### src/rtl/seq_pkg.sv
// Shared types and helpers for the drum pattern step sequencer.
package seq_pkg;

    localparam int unsigned NUM_VOICES = 4;
    localparam int unsigned NUM_STEPS  = 8;
    localparam int unsigned STEP_W     = 3;
    localparam int unsigned PAT_W      = NUM_VOICES * NUM_STEPS;

    typedef enum logic [0:0] {
        StStopped,
        StRunning
    } seq_state_t;

    // Voice column for one step: bit v of the result is pattern bit 8*v+step.
    function automatic logic [NUM_VOICES-1:0] pat_col(input logic [PAT_W-1:0]  pat,
                                                      input logic [STEP_W-1:0] step);
        logic [NUM_VOICES-1:0] col;
        col = '0;
        for (int v = 0; v < NUM_VOICES; v++) begin
            col[v] = pat[v * NUM_STEPS + int'(step)];
        end
        return col;
    endfunction

endpackage

### src/rtl/tempo_tick_gen.sv
// Sixteenth-note tick source: clamped BPM added into a phase accumulator each cycle.
module tempo_tick_gen #(
    parameter int unsigned CLK_HZ  = 50_000_000,
    parameter int unsigned BPM_MIN = 40,
    parameter int unsigned BPM_MAX = 240
) (
    input  logic       clk_i,
    input  logic       rst_ni,
    input  logic       enable_i,
    input  logic [7:0] tempo_bpm_i,
    output logic       tick_o
);

    localparam int unsigned THRESH = CLK_HZ * 15;
    localparam int unsigned ACC_W  = $clog2(THRESH + BPM_MAX);

    logic [7:0]       bpm_c;
    logic [ACC_W-1:0] acc_d, acc_q;
    logic [ACC_W-1:0] sum;

    // Clamp tempo, add, and wrap on threshold; the remainder carries so there is no drift.
    always_comb begin
        bpm_c = tempo_bpm_i;
        if ({24'd0, tempo_bpm_i} < BPM_MIN) begin
            bpm_c = BPM_MIN[7:0];
        end else if ({24'd0, tempo_bpm_i} > BPM_MAX) begin
            bpm_c = BPM_MAX[7:0];
        end
        sum    = acc_q + ACC_W'(bpm_c);
        tick_o = enable_i && (sum >= ACC_W'(THRESH));
        if (!enable_i) begin
            acc_d = '0;
        end else if (tick_o) begin
            acc_d = sum - ACC_W'(THRESH);
        end else begin
            acc_d = sum;
        end
    end

    // Accumulator register.
    always_ff @(posedge clk_i or negedge rst_ni) begin
        if (!rst_ni) begin
            acc_q <= '0;
        end else begin
            acc_q <= acc_d;
        end
    end

endmodule

### src/rtl/pattern_step_sequencer.sv
// 4-voice x 8-step drum sequencer; pattern updates are held back until the bar wraps.
module pattern_step_sequencer
    import seq_pkg::*;
#(
    parameter int unsigned CLK_HZ  = 50_000_000,
    parameter int unsigned BPM_MIN = 40,
    parameter int unsigned BPM_MAX = 240
) (
    input  logic        clk_clk,
    input  logic        reset_reset_n,
    input  logic [31:0] pattern_new_signal,
    input  logic [7:0]  tempo_bpm,
    input  logic        run,
    output logic [3:0]  voice_trig,
    output logic [2:0]  step_idx,
    output logic [7:0]  step_onehot,
    output logic        bar_start,
    output logic        pattern_pending
);

    seq_state_t state_d, state_q;

    logic [STEP_W-1:0]     step_d, step_q;
    logic [NUM_STEPS-1:0]  onehot_d, onehot_q;
    logic [PAT_W-1:0]      active_d, active_q;
    logic [PAT_W-1:0]      shadow_d, shadow_q;
    logic [PAT_W-1:0]      next_pat_d, next_pat_q;
    logic                  chg_d, chg_q;
    logic                  pending_d, pending_q;
    logic [NUM_VOICES-1:0] trig_d, trig_q;
    logic                  bar_d, bar_q;
    logic                  tick;
    logic                  run_go;

    // Accumulator only advances while running and run is still asserted.
    assign run_go = (state_q == StRunning) && run;

    tempo_tick_gen #(
        .CLK_HZ  (CLK_HZ),
        .BPM_MIN (BPM_MIN),
        .BPM_MAX (BPM_MAX)
    ) u_tick (
        .clk_i       (clk_clk),
        .rst_ni      (reset_reset_n),
        .enable_i    (run_go),
        .tempo_bpm_i (tempo_bpm),
        .tick_o      (tick)
    );

    // State register.
    always_ff @(posedge clk_clk or negedge reset_reset_n) begin
        if (!reset_reset_n) begin
            state_q <= StStopped;
        end else begin
            state_q <= state_d;
        end
    end

    // Next state follows the run level directly.
    always_comb begin
        state_d = state_q;
        unique case (state_q)
            StStopped: if (run)  state_d = StRunning;
            StRunning: if (!run) state_d = StStopped;
            default:             state_d = StStopped;
        endcase
    end

    // Pattern capture, step advance and trigger generation.
    always_comb begin
        shadow_d   = pattern_new_signal;
        chg_d      = (pattern_new_signal != shadow_q);
        step_d     = step_q;
        active_d   = active_q;
        next_pat_d = next_pat_q;
        pending_d  = pending_q;
        trig_d     = '0;
        bar_d      = 1'b0;
        unique case (state_q)
            StStopped: begin
                step_d = '0;
                // No bar to protect while stopped: apply changes immediately.
                if (pending_q) begin
                    active_d  = next_pat_q;
                    pending_d = 1'b0;
                end
                if (chg_q) begin
                    active_d = shadow_q;
                end
                if (run) begin
                    trig_d = pat_col(active_d, '0);
                    bar_d  = 1'b1;
                end
            end
            StRunning: begin
                if (chg_q) begin
                    pending_d  = 1'b1;
                    next_pat_d = shadow_q;
                end
                if (!run) begin
                    step_d = '0;
                end else if (tick) begin
                    step_d = step_q + 3'd1;
                    if (step_q == 3'(NUM_STEPS - 1)) begin
                        // Swap before evaluating step 0; a change landing now waits a bar.
                        if (pending_q) begin
                            active_d = next_pat_q;
                        end
                        if (!chg_q) begin
                            pending_d = 1'b0;
                        end
                        bar_d = 1'b1;
                    end
                    trig_d = pat_col(active_d, step_d);
                end
            end
            default: step_d = '0;
        endcase
        onehot_d = 8'h01 << step_d;
    end

    // Datapath and output registers.
    always_ff @(posedge clk_clk or negedge reset_reset_n) begin
        if (!reset_reset_n) begin
            step_q     <= '0;
            onehot_q   <= 8'h01;
            active_q   <= '0;
            shadow_q   <= '0;
            next_pat_q <= '0;
            chg_q      <= 1'b0;
            pending_q  <= 1'b0;
            trig_q     <= '0;
            bar_q      <= 1'b0;
        end else begin
            step_q     <= step_d;
            onehot_q   <= onehot_d;
            active_q   <= active_d;
            shadow_q   <= shadow_d;
            next_pat_q <= next_pat_d;
            chg_q      <= chg_d;
            pending_q  <= pending_d;
            trig_q     <= trig_d;
            bar_q      <= bar_d;
        end
    end

    assign voice_trig      = trig_q;
    assign step_idx        = step_q;
    assign step_onehot     = onehot_q;
    assign bar_start       = bar_q;
    assign pattern_pending = pending_q;

endmodule

### config.mk
export PLATFORM = sky130hd
export DESIGN_NAME = pattern_step_sequencer
export DESIGN_NICKNAME = d
export VERILOG_FILES = /design/src/rtl/seq_pkg.sv /design/src/rtl/tempo_tick_gen.sv /design/src/rtl/pattern_step_sequencer.sv
export SDC_FILE = /design/constraint.sdc
export NUM_CORES = 1
export LEC_CHECK = 0
export BUFFER_PORTS_ARGS = -buffer_cell sky130_fd_sc_hd__buf_2
export CAP_MARGIN = 20
export CELL_PAD_IN_SITES_DETAIL_PLACEMENT = 2
export CELL_PAD_IN_SITES_GLOBAL_PLACEMENT = 2
export CORE_MARGIN = 1.5
export CORE_UTILIZATION = 43
export CTS_CLUSTER_DIAMETER = 40
export CTS_CLUSTER_SIZE = 12
export DETAILED_ROUTE_END_ITERATION = 12
export GPL_TIMING_DRIVEN = 0
export PLACE_DENSITY = 0.95
export SYNTH_ARGS = -nofsm -noshare
export SYNTH_HDL_FRONTEND = slang
export SYNTH_SLANG_ARGS = --single-unit
### constraint.sdc
create_clock -name clk_clk -period 11.8 [get_ports clk_clk]
set_clock_uncertainty 0.2 [all_clocks]
set_input_delay 1.77 -clock clk_clk [delete_from_list [all_inputs] [get_ports clk_clk]]
set_output_delay 1.77 -clock clk_clk [all_outputs]
set_load 0.05 [all_outputs]
# [After elaboration in Yosys (flattened, before gate mapping)]
# Cells that the tools add are included.
[totals] ff_bits=145 latchBits=0 ram_bits=0 rom_bits=0 output_inout_bits=17 memories=0
[op_classes] n_addsub=6 mul=0 div_mod_pow=0 n_lt_le_gt_ge=7 eq_ne=4 shifts=1 muxes=39 bitwise_logic=1 n_reduce_logical=4
[op_table] op="$mux 32" n=8
[op_table] op="$pmux 32 s2" n=1
[op_table] op="$mux 30" n=2
[op_table] op="$ne 32x32->1" n=1
[op_table] op="$add 30x8->30" n=1
[op_table] op="$ge 30x30->1 const B" n=1
[op_table] op="$sub 30x30->30 const B" n=1
[op_table] op="$mux 8" n=2
[op_table] op="$bmux 1 s5" n=3
[op_table] op="$mux 1" n=13
[op_table] op="$add 5x3->6 const A" n=2
[op_table] op="$lt 6x6->1 const B" n=2
[op_table] op="$mux 4" n=3
[op_table] op="$gt 8x8->1 const B" n=1
[op_table] op="$lt 8x6->1 const B" n=1
[op_table] op="$pmux 4 s2" n=1
[op_table] op="$shl 1x3->8 const A" n=1
[op_table] op="$lt 3x6->1 const B" n=1
[op_table] op="$lt 5x6->1 const B" n=1
[op_table] op="$mux 3" n=2
[op_table] op="$pmux 3 s2" n=1
[op_table] op="$add 4x3->5 const A" n=1
[op_table] op="$pmux 1 s2" n=2
[op_table] op="$reduce_and 2->1" n=2
[op_table] op="other kinds (7)" n=8

# [Depth between registers and ports, before layout]
# Gate-level depths: netlist of the first run.
[depth] ltp_word=14 ltp_mapped=20

# [Cells and area by module]
# Synthesis of the first run repeated with hierarchy kept, for this count alone.
[unflattened] cells_unflattened=875 hier_area_um2=8739.6
[modules_own_cells] mod="pattern_step_sequencer" n_inst=1 cells_per_inst=510 area_per_inst_um2=5738.0
[modules_own_cells] mod="tempo_tick_gen" n_inst=1 cells_per_inst=365 area_per_inst_um2=3001.6

# [Least setup slack after synthesis of the first run]
# OpenSTA, ideal clock, no wires.
[synth_path] path_type="input to register" startpoint="input tempo_bpm[4]" endpoint="register active_q[10]" arrival_ns=5.433 required_time_ns=11.463 slack_ns=6.030 path_stages=19 path_buffers=2 cell_sequence="nand3_1 -> a2bb2oi_1 -> and2_1 -> ha_1 -> inv_1 -> fa_1 -> nand2b_1 -> a21oi_2 -> o21ai_1 -> mux2_2 -> o31a_1 -> a2111oi_1 -> nand2_1 -> a31o_2 -> nand3_1 -> buf_4 -> buf_6 -> mux2i_1 -> a21oi_1"
[synth_between] elab_chain_len=8 elab_cells_between_ends=9
[synth_rtl] element="start: declaration" line="pattern_step_sequencer.sv:12" rtl="input logic [7:0] tempo_bpm,"
[synth_rtl] element="$gt 8x8->1" line="tempo_tick_gen.sv:26" rtl="end else if ({24'd0, tempo_bpm_i} > BPM_MAX) begin"
[synth_rtl] element="$mux 8" line="tempo_tick_gen.sv:26"
[synth_rtl] element="$mux 8 *" line="tempo_tick_gen.sv:24" rtl="if ({24'd0, tempo_bpm_i} < BPM_MIN) begin"
[synth_rtl] element="$add 30x8->30 *" line="tempo_tick_gen.sv:29" rtl="sum = acc_q + ACC_W'(bpm_c);"
[synth_rtl] element="$ge 30x30->1 *" line="tempo_tick_gen.sv:30" rtl="tick_o = enable_i && (sum >= ACC_W'(THRESH));"
[synth_rtl] element="$logic_and 1x1->1 *" line="tempo_tick_gen.sv:30"
[synth_rtl] element="$ne 2x1->1 (no line) *"
[synth_rtl] element="$reduce_and 2->1 (no line) *"
[synth_rtl] element="end signal: assignment" line="pattern_step_sequencer.sv:137" rtl="active_q <= active_d;"
[synth_rtl] element="end: declaration" line="pattern_step_sequencer.sv:25" rtl="logic [PAT_W-1:0] active_d, active_q;"
# Mark *: on every way between the ends. The rest lies on a longest branch, timed or not.
# A chain may end at the register's enable or synchronous reset.

# [Final worst setup path of the first run]
[layout_path] startpoint="input tempo_bpm[5]" endpoint="register onehot_q[3] (netlist: step_onehot[3])"
[layout_between] elab_chain_len=10 elab_cells_between_ends=11
[layout_rtl] element="$gt 8x8->1" line="tempo_tick_gen.sv:26"
[layout_rtl] element="$mux 8" line="tempo_tick_gen.sv:26"
[layout_rtl] element="$mux 8 *" line="tempo_tick_gen.sv:24"
[layout_rtl] element="$add 30x8->30 *" line="tempo_tick_gen.sv:29"
[layout_rtl] element="$ge 30x30->1 *" line="tempo_tick_gen.sv:30"
[layout_rtl] element="$logic_and 1x1->1 *" line="tempo_tick_gen.sv:30"
[layout_rtl] element="$mux 3 *" line="pattern_step_sequencer.sv:102" rtl="end else if (tick) begin"
[layout_rtl] element="$mux 3 *" line="pattern_step_sequencer.sv:100" rtl="if (!run) begin"
[layout_rtl] element="$pmux 3 s2 *" line="pattern_step_sequencer.sv:79" rtl="unique case (state_q)"
[layout_rtl] element="$shl 1x3->8 *" line="pattern_step_sequencer.sv:119" rtl="onehot_d = 8'h01 << step_d;"
[layout_rtl] element="via onehot_d[3]" line="pattern_step_sequencer.sv:24" rtl="logic [NUM_STEPS-1:0] onehot_d, onehot_q;"
[layout_rtl] element="end signal: assignment" line="pattern_step_sequencer.sv:136" rtl="onehot_q <= onehot_d;"
[layout_rtl] element="end: declaration" line="pattern_step_sequencer.sv:24"
# The timed path passes the listed nets; every way through them passes the cells marked *.

==> results, run 1 <==
- The time the worst path needs with I/O delays and setup is 7.23 ns.
- The total clock buffers created by CTS is 17.
- The total global routing overflow is 0.
- The register bit total from synthesis is 145.
- The worst voltage drop across the vdd grid is 0.101 mV.
- The initial core utilization is 43.9%.
- The flow ran to the end, and the final reports show no timing, DRC or antenna violations.
- TritonCTS built the clock tree.
- For the pin with the worst max-slew slack, the measured transition is 1.01 ns.
- The final weighted congestion in routability-driven placement is 0.829.
- The synthesized net count is 885.
- The maximum fanout along the worst path is 10.
- In the global route stage, overall resource usage came out at 33.7%.
- Port buffering added 59 buffers.
- Prior to clock tree synthesis, the placed netlist has a worst setup slack of 4.39 ns.
- Counting cells, the worst reg-to-reg path comes to 13.
- Timing would allow up to 138 MHz.
- In the final routed layout, each cell accounts on average for 27.7 µm.
- Dividing total power by cell area gives a power density of 134 nW/µm².
- The Yosys step of the flow raised 0 warnings.
- The count of antenna diodes in the layout is 0.
- The number of antenna violations at the first check in global routing is 0.
- The required time at the worst-slack endpoint is 11.92 ns.
- The number of distinct standard cells referenced by the synthesized netlist is 72.
- Once the clock tree was built, the setup fixing pass inserted 0 buffers.
- In this run the worst hold path is classified as register to register.
- The endpoint arrival time on the critical path is 7.35 ns.
- The clock slew seen by the registers of the worst setup and hold paths is 0.07 ns.
- The number of nets with antenna violations after detailed routing is 0.
- The synthesis-to-finish area growth is 15.3%.
- The analysis attributes to cell leakage a power of 4.19 nW.
- In this run the tightest slew margin relative to its limit is 31.7%.
- The wire length of the first global-routing pass is 51300 µm.
- Entering global routing, the biggest net connects 86 pins.
- The number of vias after detailed routing is 7432.
- The smallest setup slack after layout is 4.57 ns.
- The maximum buffer depth of the clock tree is 2.
- The average instance area after synthesis is 10.3 µm².
- The instance count of the mapped netlist is 830.
- The final worst-path cycle share is 61.2%.
- In this run the cell area of the synthesized design comes to 8550 µm².
- The portion of the post-synthesis area used by sequential elements is 42.4%.
- The via count of the first global-routing pass is 8495.
- In this run, synthesis inferred 0 flip-flops with an integrated enable.
- The net count of the finished layout is 966.
- The number of endpoints with negative hold slack in the final report is 0.
- Setup repair after global routing left no endpoint under its margin.
- The y dimension of the die is 144 µm.
- The number of setup violations in the final report is 0.
- The tree is rooted in a sky130_fd_sc_hd__clkbuf_16.
- The final count of pins violating max slew is 0.
- The critical path class is primary input to register.
- The floorplan step defined a die boundary enclosing 20700 µm².
- The most used flip-flop cell after synthesis is sky130_fd_sc_hd__dfrtp_1.
- Gates resized during post-CTS repair numbered 0.
- For this design, the CTS-stage hold fixing added 0 buffers.
- The floorplan has 51 rows.
- For this run, the detailed router's first-pass iteration total came to 5.
- In the final layout, the share of cells above drive strength 1 is 18.8%.
- After detailed routing, the total wire length is 33000 µm.
- The core region is 19500 µm².
- The total I/O pin count is 60.
- Clock tree synthesis found a total of 145 sinks.
- STA classifies the critical path endpoint as a register.
- The critical path startpoint category is a primary input.
- The final setup TNS is 0 ns.
- The number of vias per cell after detailed routing is 6.25.
- The DRC violation count after routing is 0.
- The sum of net half-perimeters after detailed placement is 21600 µm.
- From left edge to right edge, the die measures 144 µm.
- The clock tree synthesis step divided the H-tree into 4 levels.
- The max-capacitance violation count is 0.
- The detailed router finished its first iteration with 471 violations.
- The async set-or-reset flop fraction in the synthesized netlist is 100%.
- Counting instances, the worst hold path has a depth of 1.
- The latest clock arrival within the worst-skew pair is 0.45 ns.
- The filler cells instantiated in the layout total 2011.
[cells in the mapped netlist (3+ instances only)]
cell                       instances  share of area (%)
sky130_fd_sc_hd__dfrtp_1         144                 42
sky130_fd_sc_hd__nor2_1           83                3.6
sky130_fd_sc_hd__xnor2_1          65                6.7
sky130_fd_sc_hd__a21oi_1          64                3.7
sky130_fd_sc_hd__mux2i_1          63                7.4
sky130_fd_sc_hd__nand2_1          42                1.8
sky130_fd_sc_hd__clkbuf_1         41                1.8
sky130_fd_sc_hd__mux2_2           34                4.5
sky130_fd_sc_hd__a211oi_1         31                2.7
sky130_fd_sc_hd__nand3_1          23                1.3
sky130_fd_sc_hd__mux4_2           20                5.3
sky130_fd_sc_hd__nor3_1           16               0.94
sky130_fd_sc_hd__and3_1           13               0.95
sky130_fd_sc_hd__o21ai_0          13               0.76
sky130_fd_sc_hd__inv_1            12               0.53
sky130_fd_sc_hd__nand4_1          12               0.88
sky130_fd_sc_hd__ha_1             11                1.6
sky130_fd_sc_hd__xor2_1           11                1.1
sky130_fd_sc_hd__a31oi_1           8               0.59
sky130_fd_sc_hd__and2_1            8               0.59
sky130_fd_sc_hd__buf_1             8               0.35
sky130_fd_sc_hd__nor2b_1           6               0.44
sky130_fd_sc_hd__o211ai_1          6               0.53
sky130_fd_sc_hd__buf_4             5               0.44
sky130_fd_sc_hd__nand2b_1          5               0.37
sky130_fd_sc_hd__nor4_1            5               0.37
sky130_fd_sc_hd__o21a_1            5               0.44
sky130_fd_sc_hd__or3_1             5               0.37
sky130_fd_sc_hd__a221o_1           4               0.47
sky130_fd_sc_hd__buf_2             4               0.23
sky130_fd_sc_hd__a21o_1            3               0.26
sky130_fd_sc_hd__nand4b_1          3               0.31
sky130_fd_sc_hd__nor3b_1           3               0.26
sky130_fd_sc_hd__o21bai_1          3               0.26
sky130_fd_sc_hd__o31a_1            3               0.31
sky130_fd_sc_hd__o31ai_1           3               0.26
sky130_fd_sc_hd__or2_2             3               0.22
[worst max-delay path: stages]
cell and delay, ns:
sky130_fd_sc_hd__buf_2 0.13, sky130_fd_sc_hd__nand3_1 0.13, sky130_fd_sc_hd__a2bb2oi_1 0.31, sky130_fd_sc_hd__and2_1 0.18
sky130_fd_sc_hd__ha_1 0.21, sky130_fd_sc_hd__inv_1 0.09, sky130_fd_sc_hd__fa_1 0.41, sky130_fd_sc_hd__nand2b_1 0.20
sky130_fd_sc_hd__a21oi_2 0.36, sky130_fd_sc_hd__o21ai_1 0.37, sky130_fd_sc_hd__mux2_2 0.39, sky130_fd_sc_hd__o31a_1 0.32
sky130_fd_sc_hd__a2111oi_1 0.63, sky130_fd_sc_hd__nand2_1 0.25, sky130_fd_sc_hd__a31oi_1 0.72, sky130_fd_sc_hd__buf_2 0.42
sky130_fd_sc_hd__nand4b_1 0.16, sky130_fd_sc_hd__a21oi_1 0.31
[flip-flops by register name (all words and copies together), names as in the netlist]
signal,cells
u_tick.acc_q,30
bar_start,1
state_q,1
chg_q,1
pattern_pending,1
step_idx,3
shadow_q,32
step_onehot,8
voice_trig,4
active_q,32
next_pat_q,32
[path summary, 6_finish.rpt]
path | slack (ns) | endpoint | startpoint
max | 4.57 | step_onehot[3] | tempo_bpm[5]
min | 0.38 | next_pat_q[3] | next_pat_q[3]
max reg2reg | 6.15 | step_onehot[3] | u_tick.acc_q[7]
min reg2reg | 0.38 | next_pat_q[3] | next_pat_q[3]
max in group asynchronous | 9.43 | shadow_q[15] | reset_reset_n
min in group asynchronous | 1.09 | u_tick.acc_q[4] | reset_reset_n
[layout make-up]
cell class | instances | area, µm² | area share [%]
buffer | 60 | 264 | 2.68
clock buffer | 18 | 439 | 4.45
clock inverter | 14 | 190 | 1.93
inverter | 12 | 45.0 | 0.457
multi-input combinational | 613 | 4610 | 46.8
sequential | 145 | 3630 | 36.8
tap | 265 | 332 | 3.36
timing repair buffer | 62 | 349 | 3.54
[cell families after synthesis]
family / Yosys count / share of synthesized area (%)
buffers and inverters: 72 / 3.61
AOI/OAI and AO/OA: 168 / 12.9
muxes: 117 / 17.1
xor gates and xnor gates: 76 / 7.78
adders and majority gates: 12 / 1.84
and+or+nand+nor: 240 / 14.3
DFF: 145 / 42.4
[cell usage in the layout, fill, tap and decap left out, types with 5 or more instances in the layout]
master / instances
sky130_fd_sc_hd__a211oi_1: 31
sky130_fd_sc_hd__a21oi_1: 64
sky130_fd_sc_hd__a31oi_1: 8
sky130_fd_sc_hd__and2_1: 8
sky130_fd_sc_hd__and3_1: 13
sky130_fd_sc_hd__buf_1: 8
sky130_fd_sc_hd__buf_2: 63
sky130_fd_sc_hd__buf_4: 5
sky130_fd_sc_hd__clkbuf_1: 41
sky130_fd_sc_hd__clkbuf_16: 17
sky130_fd_sc_hd__dfrtp_1: 144
sky130_fd_sc_hd__ha_1: 11
sky130_fd_sc_hd__inv_1: 12
sky130_fd_sc_hd__mux2_2: 34
sky130_fd_sc_hd__mux2i_1: 63
sky130_fd_sc_hd__mux4_2: 20
sky130_fd_sc_hd__nand2_1: 42
sky130_fd_sc_hd__nand2b_1: 5
sky130_fd_sc_hd__nand3_1: 23
sky130_fd_sc_hd__nand4_1: 12
sky130_fd_sc_hd__nor2_1: 83
sky130_fd_sc_hd__nor2b_1: 6
sky130_fd_sc_hd__nor3_1: 16
sky130_fd_sc_hd__nor4_1: 5
sky130_fd_sc_hd__o211ai_1: 6
sky130_fd_sc_hd__o21a_1: 5
sky130_fd_sc_hd__o21ai_0: 13
sky130_fd_sc_hd__or3_1: 5
sky130_fd_sc_hd__xnor2_1: 65
sky130_fd_sc_hd__xor2_1: 11
[through the flow]
step / hold slack, ns / total power [W] / instance area, µm² / instances / utilization, %
after floorplan: 0.297 / 0.000652 / 8550 / 830 / -
after global placement: 0.338 / 0.000702 / 9180 / 1154 / 47.2
after detailed placement: 0.348 / 0.000722 / 9210 / 1155 / 47.3
after CTS: 0.375 / 0.00132 / 9840 / 1187 / 50.6
after global routing: 0.391 / 0.00136 / 9860 / 1189 / 50.7
final: 0.377 / 0.00132 / 9860 / 1189 / 50.7
[metal layers]
metal	track usage, %	part of all wire, %	up-vias	routed length (µm)
li1	-	-	3182	-
met1	37.4	39	3911	12800
met2	60.3	53	236	17500
met3	6.09	3.4	103	1130
met4	20.0	4.8	0	1590
met5	0	0	-	0
[where the power goes]
group | internal [W] | switching, W
logic | 0.0000658 | 0.0000956
clock network | 0.000330 | 0.000268
registers | 0.000526 | 0.0000348
(Power assumes the default switching activity.)
==> inputs of run 2 (changes only) <==
--- a/config.mk
+++ b/config.mk
@@ -5,17 +5,18 @@
 export SDC_FILE = /design/constraint.sdc
 export NUM_CORES = 1
 export LEC_CHECK = 0
+export ABC_AREA = 1
 export BUFFER_PORTS_ARGS = -buffer_cell sky130_fd_sc_hd__buf_2
 export CAP_MARGIN = 20
 export CELL_PAD_IN_SITES_DETAIL_PLACEMENT = 2
 export CELL_PAD_IN_SITES_GLOBAL_PLACEMENT = 2
 export CORE_MARGIN = 1.5
-export CORE_UTILIZATION = 43
+export CORE_UTILIZATION = 33
 export CTS_CLUSTER_DIAMETER = 40
 export CTS_CLUSTER_SIZE = 12
 export DETAILED_ROUTE_END_ITERATION = 12
 export GPL_TIMING_DRIVEN = 0
-export PLACE_DENSITY = 0.95
+export PLACE_DENSITY = 0.88
 export SYNTH_ARGS = -nofsm -noshare
 export SYNTH_HDL_FRONTEND = slang
 export SYNTH_SLANG_ARGS = --single-unit
==> constraint.sdc (replaced) <==
create_clock -name clk_clk -period 5.8 [get_ports clk_clk]
set_clock_uncertainty 0.2 [all_clocks]
set_input_delay 0.87 -clock clk_clk [delete_from_list [all_inputs] [get_ports clk_clk]]
set_output_delay 0.87 -clock clk_clk [all_outputs]
set_load 0.05 [all_outputs]
==> results, run 2 <==
- In the post-synthesis netlist, the cell with the most instances is sky130_fd_sc_hd__nand2_1.
- In the synthesized netlist the dominant register cell turns out to be sky130_fd_sc_hd__dfrtp_1.
- The static leakage is 4.81 nW (+15%).
- The count of antenna diodes in the layout is 0 (unchanged).
- The number of placed cells counting well taps is 1617 (+40%).
- The total global routing overflow is 0 (unchanged).
- The number of nets with antenna violations after detailed routing is 0 (unchanged).
- The power density of the placed cells is 253 nW/µm² (+89%).
- The portion of the post-synthesis area used by sequential elements is 39.9% (-2.5 points).
- The number of antenna violations at the first check in global routing came to 0 (unchanged).
- The post-layout instance count excluding filler cells is 1649 (+39%).
- The deepest level of the CTS H-tree is 4 (unchanged).
- The normalized max-slew margin is 26.2% (-5.6 points).
- The final count of pins violating max slew is 0 (unchanged).
- The maximum buffer depth of the clock tree is 2 (unchanged).
- The number of distinct standard cells referenced by the synthesized netlist is 50 (-31%).
- The number of vias per cell after detailed routing is 5.54 (-11%).
- By count the netlist is led by 339 x sky130_fd_sc_hd__nand2_1, 144 x sky130_fd_sc_hd__dfrtp_1, 116 x sky130_fd_sc_hd__inv_1, 116 x sky130_fd_sc_hd__nor2_1, 88 x sky130_fd_sc_hd__nand3_1.
- The proportion of layout cells with a drive suffix above 1 was 13.2% (-5.6 points).
- The share of Yosys cell area claimed by the top area cell type came to 39.6% (-2.5 points).
- The number of resized instances in the post-cts repair step is 0 (unchanged).
- The worst slack at placement is 0.521 ns (-3.87 ns).
- The final worst-path cycle share is 86.0%.
- The upper clock frequency limit is 200 MHz.
- The net switching power came to 0.000795 W (+99%).
- In the final layout, the registers with the most flip-flops are active_q: 32 flops, next_pat_q: 32 flops, shadow_q: 32 flops.
- The utilization after layout came to 38.7% (-12 points).
- The maximum fanout along the worst path is 10 (unchanged).
- The smallest setup slack after layout is 0.812 ns (-3.76 ns).
- The length in cells of the worst reg-to-reg path is 19 (+6).
- The sum of net half-perimeters after detailed placement is 26700 µm (+24%).
- The count of buffers inserted at the top-level ports was 59 (unchanged).
- The number of flops mapped to enable cells by yosys is 0 (unchanged).
- The latest clock arrival within the worst-skew pair is 0.44 ns (about the same).
- The instance count of the mapped netlist is 1216 (+47%).
- The number of clock sinks is 145 (unchanged).
- The total I/O pin count is 60 (unchanged).
- The synthesized net count is 1271 (+44%).
- The required time at the worst-slack endpoint came to 5.95 ns (-5.97 ns).
- The root buffer selected by CTS is sky130_fd_sc_hd__clkbuf_16.
- The switching fraction of total power is 30.1% (-0.10 points).
- The share of power burned in the clock network was 44.9% (-0.4 points).
- The violation count after the first detailed-routing iteration is 449 (-4.7%).
- The critical path class is primary input to register.
- The via count of the first global-routing pass is 10400 (+22%).
- The floorplan die area is 28600 µm² (+38%).
- Yosys attributes the largest share of cell area to sky130_fd_sc_hd__dfrtp_1 40%, sky130_fd_sc_hd__nand2_1 14%, sky130_fd_sc_hd__nand3_1 4.8%.
- The synthesis-to-finish area growth is 15.0%.
- The max-capacitance violation count is 0 (unchanged).
- The initial core utilization came to 33.7% (-10 points).
- The flow ran to the end, and the final reports show no timing, DRC or antenna violations.
- The chip width is 169 µm (+17%).
- The total clock buffers created by CTS is 17 (unchanged).
- The area of the core region was 27000 µm² (+39%).
- The average instance area after synthesis is 7.48 µm² (-27%).
- The critical path startpoint category is a primary input.
- The combinational share of power is 12.9% (+0.7 points).
- The cts-stage hold buffer count is 0 (unchanged).
- The path category of the worst min-delay check is primary input to async pin.
- The DRC violation count after routing is 0 (unchanged).
- The clock slew seen by the registers of the worst setup and hold paths is 0.08 ns (about the same).
- The wire length of the first global-routing pass is 57200 µm (+12%).
- The library cell used most frequently in the layout, excluding fill and tap cells, is sky130_fd_sc_hd__nand2_1.
- The post-detailed-route wirelength per cell was 21.9 µm (-21%).
- The number of placement rows is 60 (+18%).
- The post-synthesis instance area is 9090 µm² (+6.3%).
- The async set-or-reset flop fraction in the synthesized netlist is 100% (unchanged).
- sky130_fd_sc_hd__dfrtp_1 takes more of the synthesized area than any other cell.
- The time the worst path needs with I/O delays and setup is 4.99 ns.
- The final weighted congestion in routability-driven placement came to 0.870 (+4.9%).
- Setup repair after global routing left no endpoint under its margin.
- The worst setup path is captured at a register.
- The sum of routed wire length over all layers is 36100 µm (+9.5%).
- The final setup TNS is 0 ns (unchanged).
- The maximum number of pins on one net before global-route repair came to 89 (+3.5%).
- The post-CTS setup buffer count is 0 (unchanged).
- The proportion of power drawn by flip-flops and latches was 42.3% (-0.2 points).
- The register bit total from synthesis is 145 (unchanged).
- The transition time at the pin with the least slew margin is 1.11 ns (+0.0963 ns).
- The number of vias after detailed routing was 9130 (+23%).
- The number of setup violations in the final report is 0 (unchanged).
- The endpoint arrival time on the critical path is 5.14 ns (-2.21 ns).
- The cell internal power dissipation came to 0.00185 W (+100%).
- The post-layout net count is 1350 (+40%).
- The total global routing track utilization was 26.3% (-7.4 points).
- The number of endpoints with negative hold slack in the final report came to 0 (unchanged).
- TritonCTS built the clock tree.
- In the layout the commonest cells are 339 x sky130_fd_sc_hd__nand2_1, 144 x sky130_fd_sc_hd__dfrtp_1, 116 x sky130_fd_sc_hd__inv_1, 116 x sky130_fd_sc_hd__nor2_1, 88 x sky130_fd_sc_hd__nand3_1.
- The count of TritonRoute iterations in the first routing pass came to 4 (-1).
- The worst voltage drop across the vdd grid is 0.187 mV (+85%).
- The y dimension of the die is 169 µm (+17%).
- The total of warnings raised by yosys is 0 (unchanged).
==> run 2: cell families (layout without fill, tap and decap cells) <==
family	after synthesis	count (layout)	synth area share (%)
flip-flops	145	145	39.9
AND/OR/NAND/NOR	628	628	29.9
adder cells (fa/ha/maj)	12	12	1.73
multiplexers	47	47	5.43
buffers and inverters	169	261	7.55
XOR/XNOR	34	34	3.27
AO/OA/AOI/OAI	181	181	12.2
==> run 2: critical path, cell delays in order <==
cell,delay [ns]
sky130_fd_sc_hd__buf_2,0.11
sky130_fd_sc_hd__o41ai_1,0.55
sky130_fd_sc_hd__nand2_1,0.12
sky130_fd_sc_hd__nor2_1,0.13
sky130_fd_sc_hd__ha_1,0.23
sky130_fd_sc_hd__inv_1,0.07
sky130_fd_sc_hd__fa_1,0.40
sky130_fd_sc_hd__inv_1,0.15
sky130_fd_sc_hd__nand2_1,0.10
sky130_fd_sc_hd__nand2_1,0.10
sky130_fd_sc_hd__nand3_2,0.10
sky130_fd_sc_hd__nand2_4,0.15
sky130_fd_sc_hd__nand2_1,0.08
sky130_fd_sc_hd__o21ai_2,0.28
sky130_fd_sc_hd__inv_2,0.14
sky130_fd_sc_hd__a21oi_2,0.22
sky130_fd_sc_hd__nand2_1,0.19
sky130_fd_sc_hd__nand3_2,0.17
sky130_fd_sc_hd__nand3_4,0.19
sky130_fd_sc_hd__nand2_8,0.16
sky130_fd_sc_hd__buf_2,0.27
sky130_fd_sc_hd__nand3_1,0.16
sky130_fd_sc_hd__o211ai_1,0.15
==> run 2: per-stage QoR <==
stage	hold WS [ns]	total power [W]	instance area [µm²]
floorplan	0.248	0.00132	9090
global placement	0.273	0.00144	9820
detailed placement	0.284	0.00147	9850
CTS	0.211	0.00266	10500
global route	0.229	0.00273	10500
finish	0.189	0.00264	10500
==> run 2: cell type report <==
class	count	area [µm²]
Buffer	44	215
Clock buffer	18	439
Clock inverter	14	168
Fill cell	3182	16600
Inverter	125	472
Multi-Input combinational cell	902	4780
Sequential cell	145	3630
Tap cell	341	427
Timing Repair Buffer	60	329
==> run 2: final timing paths <==
kind / startpoint / end / slack [ns]
worst max-delay path: tempo_bpm[3] / active_q[26] / 0.81
worst min-delay path: reset_reset_n / shadow_q[17] / 0.19
worst max register to register: u_tick.acc_q[0] / active_q[26] / 1.84
worst min register to register: next_pat_q[17] / next_pat_q[17] / 0.29
max in group asynchronous: reset_reset_n / u_tick.acc_q[10] / 4.31
min in group clk_clk: next_pat_q[17] / next_pat_q[17] / 0.29
==> run 2: power groups by stage <==
| stage | logic [W] | registers [W] | clock network [W] |
|---|---|---|---|
| 6_report | 0.000340 | 0.00112 | 0.00119 |
| 5_1_grt | 0.000375 | 0.00112 | 0.00124 |
| 4_1_cts | 0.000342 | 0.00112 | 0.00120 |
| 3_5_place_dp | 0.000335 | 0.00113 | 0 |
| 3_3_place_gp | 0.000312 | 0.00113 | 0 |
| 2_1_floorplan | 0.000202 | 0.00112 | 0 |
==> run 2: layer usage <==
metal	GRT usage [%]	vias to the layer above	share of wire, %
li1	-	4166	-
met1	29.2	4640	40
met2	48.7	217	52
met3	3.20	107	3.0
met4	14.7	0	5.1
met5	0	-	0
